`config.mk`:
```
export PLATFORM = sky130hd
export DESIGN_NAME = instruction_decoder
export DESIGN_NICKNAME = d
export VERILOG_FILES = /design/src/rtl/instruction_decoder.sv
export SDC_FILE = /design/constraint.sdc
export NUM_CORES = 1
export LEC_CHECK = 0
export ABC_AREA = 1
export CAP_MARGIN = 20
export CORE_AREA = 2 2 48 50
export DETAILED_ROUTE_END_ITERATION = 12
export DIE_AREA = 0 0 50 52
export PLACE_DENSITY = 0.74
export SLEW_MARGIN = 20
export SYNTH_ARGS = -nofsm -noshare
export SYNTH_HDL_FRONTEND = slang
export SYNTH_SLANG_ARGS = --single-unit
```
`constraint.sdc`:
```
create_clock -name clock -period 0.91 [get_ports clock]
set_clock_uncertainty 0.15 [all_clocks]
set_input_delay 0.273 -clock clock [delete_from_list [all_inputs] [get_ports clock]]
set_output_delay 0.273 -clock clock [all_outputs]
set_load 0.05 [all_outputs]
```
`src/rtl/instruction_decoder.sv`:
```
// instruction_decoder
//   Registers a 16-bit instruction word and splits it into fixed fields.
//   No opcode interpretation: every field is extracted on every enabled edge,
//   even where fields overlap (rAadrs/rBadrs/imm share instruct[7:0]).
//
// Ports
//   clock    in   1   rising-edge clock
//   reset    in   1   synchronous active-high reset (wins over enable)
//   enable   in   1   capture and decode instruct on this edge
//   instruct in  16   instruction word
//   opcode   out  4   instruct[15:12]
//   rDadrs   out  3   instruct[11:9]
//   flag     out  1   instruct[8]
//   rAadrs   out  3   instruct[7:5]
//   rBadrs   out  3   instruct[4:2]
//   imm      out  8   instruct[7:0]
module instruction_decoder (
  input  logic        clock,
  input  logic        reset,
  input  logic        enable,
  input  logic [15:0] instruct,
  output logic [3:0]  opcode,
  output logic [2:0]  rDadrs,
  output logic [2:0]  rAadrs,
  output logic [2:0]  rBadrs,
  output logic [7:0]  imm,
  output logic        flag
);

  // All fields live in one register bank that is loaded under a single
  // condition, so the outputs always describe the same instruction.
  typedef struct packed {
    logic [3:0] opcode;
    logic [2:0] rd;
    logic       flag;
    logic [2:0] ra;
    logic [2:0] rb;
    logic [7:0] imm;
  } fields_t;

  fields_t fields_reg;
  fields_t fields_next;

  always_comb begin
    fields_next        = fields_reg;
    fields_next.opcode = instruct[15:12];
    fields_next.rd     = instruct[11:9];
    fields_next.flag   = instruct[8];
    fields_next.ra     = instruct[7:5];
    fields_next.rb     = instruct[4:2];
    fields_next.imm    = instruct[7:0];
  end

  always_ff @(posedge clock) begin
    if (reset) begin
      fields_reg <= '0;
    end else if (enable) begin
      fields_reg <= fields_next;
    end
  end

  assign opcode = fields_reg.opcode;
  assign rDadrs = fields_reg.rd;
  assign flag   = fields_reg.flag;
  assign rAadrs = fields_reg.ra;
  assign rBadrs = fields_reg.rb;
  assign imm    = fields_reg.imm;

endmodule

```
* Word-level counts from Yosys, hierarchy flattened *
Index checks and enable logic that the tools add are counted.

word-level totals
  register bits = 22
  output and inout bits = 22
  logic and storage cells = 6

* Longest topological paths before layout *
  word-level depth = 0
  gate-level depth with buffers = 4
  depth with buffers taken out = 4

* Worst setup path after synthesis *
Ideal clock, no wire load.

  kind = register to output
  from = register fields_reg, in the netlist rAadrs[0]
  to = output port rAadrs[0]
  cell stages (with the launch flop) = 2
  setup slack = -0.427 ns
  required time = 0.487 ns
  path buffers = 1
  arrival = 0.914 ns
  path through = dfxtp_1 > buf_4

RTL lines
  what                    line  source
  from (decl)             41    fields_t fields_reg;
  from (signal assigned)  58    fields_reg <= fields_next;
  to (decl)               24    output logic [2:0] rAadrs,

No word-level cell between the ends.

* Worst setup path after layout *
  from = register fields_reg, in the netlist rBadrs[1]
  to = output port rBadrs[1]

RTL lines
  what       line  source
  to (decl)  25    output logic [2:0] rBadrs,

No word-level cell between the ends.

==> results.cfg <==
[die]
ioPinCount = 41
die_w_um = 50
die-area_um2 = 2600
die-height_um = 52
start_util = 0.340
num_rows = 17
core_area_um2 = 2110

[sta]
hold_viol_final = 0
maxSlewViolCount = 0
grt_setup_unrepaired = yes
relSlewSlack = 0.903
final-setup-viol-count = 22
worst_pin_slew_ps = 145
max_freq_ghz = 0.812
timing.hold.ws_ps = 170
post-route-min-period_ps = 1230
worst_slack_ps = -322
final.period_utilization = 1.35

[logic_synthesis]
synth_fa_ha_area_frac = 0
yosysWarnings = 0
synthTopCellsByArea = dfxtp_1, nand2_1, nor2_1
synth-compound-area-share = 0
ys_types = 7
yosys.area.top_type = dfxtp_1
synth.top_cell.area_share = 0.448
synth_seq_area_share = 0.448
synth_xor_area_frac = 0
synthMuxAreaShare = 0
synthCells = 107
yosys.area_share.simple = 0.343
syn_area_per_cell_um2 = 6.69
synth_top_family_by_area = simple AND/OR/NAND/NOR gates
syn_nets = 126
ys_ff_latch = 16
syn-cell-area_um2 = 716

[drt]
first_pass_iters = 3
drt.antenna.violating_nets = 0
drtIter0Drc = 4
drc = 0
num_vias = 728
via_per_inst = 4.23
avgRoutedWirePerCell_um = 10.8
totalWireLength_um = 1860

[job]
maxCapViolCount = 0

[global_routing]
antenna_found_initial = 0
grt_pass1_wl_um = 2820
grt_pass1_vias = 672
overflow = 0
grt_start_max_net_pins = 17
track_usage = 0.151

[clock_tree]
cts_buffers = 3
cts_num_sinks = 16
cts.htree.levels = 1
cts_tree = yes
cts.path.max_buffers = 2
cts_root_buf = clkbuf_4
clock_latency_ps = 280
clk_pin_slew_ps = 80

[critical_path]
crit_path_top_delay_cell = dfxtp_4
critPathMaxStageDelay_ps = 390
crit_type = reg -> out
cp-end-kind = primary output
crit_family = flip-flops
cp-start-kind = flop
arrival_ps = 810
path_cells = buf_12
crit_buf_inv = 1
worstPathMaxFanout = 3
crit_required_ps = 490

[worst_hold_path]
min_path_type = in -> reg

[power]
power.leakage_nw = 0.723
power_per_cell_area_nw_per_um2 = 1340
vdd_drop_max_mv = 0.970
power_mw = 1.92

[final_layout]
nets = 165
finalCoreUtilization = 0.682
drive_gt1_frac = 0.347
syn2layout_area_growth_pct = 101
diodes = 0
fin_area_um2 = 1440

[outcome]
outcome = complete, but fails checks
violations = negative setup slack

[placement]
place_area_um2 = 1340
portBuffers = 40
post-dp-hpwl_um = 1260
gp_congestion = 0.604
-- worst paths after layout --
| path | slack [ps] | to | from | cells past startpoint |
|---|---|---|---|---|
| worst max-delay path | -320 | rBadrs[1] | rBadrs[1] | 1 |
| worst min-delay path | 170 | rAadrs[0] | instruct[5] | 5 |
| worst max register to register | 130 | rBadrs[1] | rBadrs[1] | 2 |
| worst min register to register | 340 | opcode[1] | opcode[1] | 2 |
-- through the flow --
stage / setup slack, ps / setup TNS, ps / cells
floorplan: -111 / -666 / 107
finish: -322 / -6710 / 172
global placement: -513 / -8070 / 166
global route: -357 / -7500 / 172
detailed placement: -591 / -9070 / 166
CTS: -332 / -6860 / 172
-- per-layer routing --
metal / vias to the layer above / routed length [µm] / track usage
met5: - / 0 / 0
met3: 6 / 112 / 0.0431
met1: 320 / 687 / 0.143
li1: 373 / - / -
met4: 0 / 62 / 0.116
met2: 29 / 994 / 0.272
-- cells in the mapped netlist --
cell type   n
inv_1      17
nand2_1    32
nor2_2      2
dfxtp_1    16
nor2_1     30
buf_6       3
buf_4       7
-- report_power, final --
part / total (mW) / internal, mW / switching (mW)
registers: 0.819 / 0.751 / 0.0676
logic: 0.747 / 0.384 / 0.364
clock network: 0.357 / 0.153 / 0.203
total: 1.92 / 1.29 / 0.634
-- what timing repair did --
item | 4_1_cts | 5_1_grt
endpoints found under the hold margin | 0 | 0
setup buffers | 2 | 0
hold buffers | 0 | 0
cloned | 1 | 0
resized for setup | 8 | 4
pin swaps | 0 | 5
endpoints found under the setup margin | 38 | 26
-- final cells by class --
type,instances,area [µm²]
repair buffers,44,706
fillers,175,669
flip-flops and latches,16,358
multi-input cells,64,248
inverters,17,67.6
well taps,28,35.0
clock buffers,3,22.5
-- kinds of logic (layout without fill, tap and decap cells) --
group	after synthesis	in the layout
AND/OR/NAND/NOR	64	64
buffers and inverters	27	64
flip-flops	16	16
-- cells in the final DEF, fill, tap and decap left out, drive strengths merged --
master,instances
nand2,32
dlygate4sd2,1
dfxtp,16
clkinvlp,1
clkdlybuf4s50,12
inv,16
dlymetal6s2s,4
clkdlybuf4s15,1
nor2,32
clkbuf,3
buf,26
-- registers in the layout (all words and copies together) (netlist names) --
| signal | cells |
|---|---|
| flag | 1 |
| imm | 3 |
| opcode | 4 |
| rAadrs | 3 |
| rBadrs | 2 |
| rDadrs | 3 |
No activity file was read; power rests on OpenSTA's default activity.
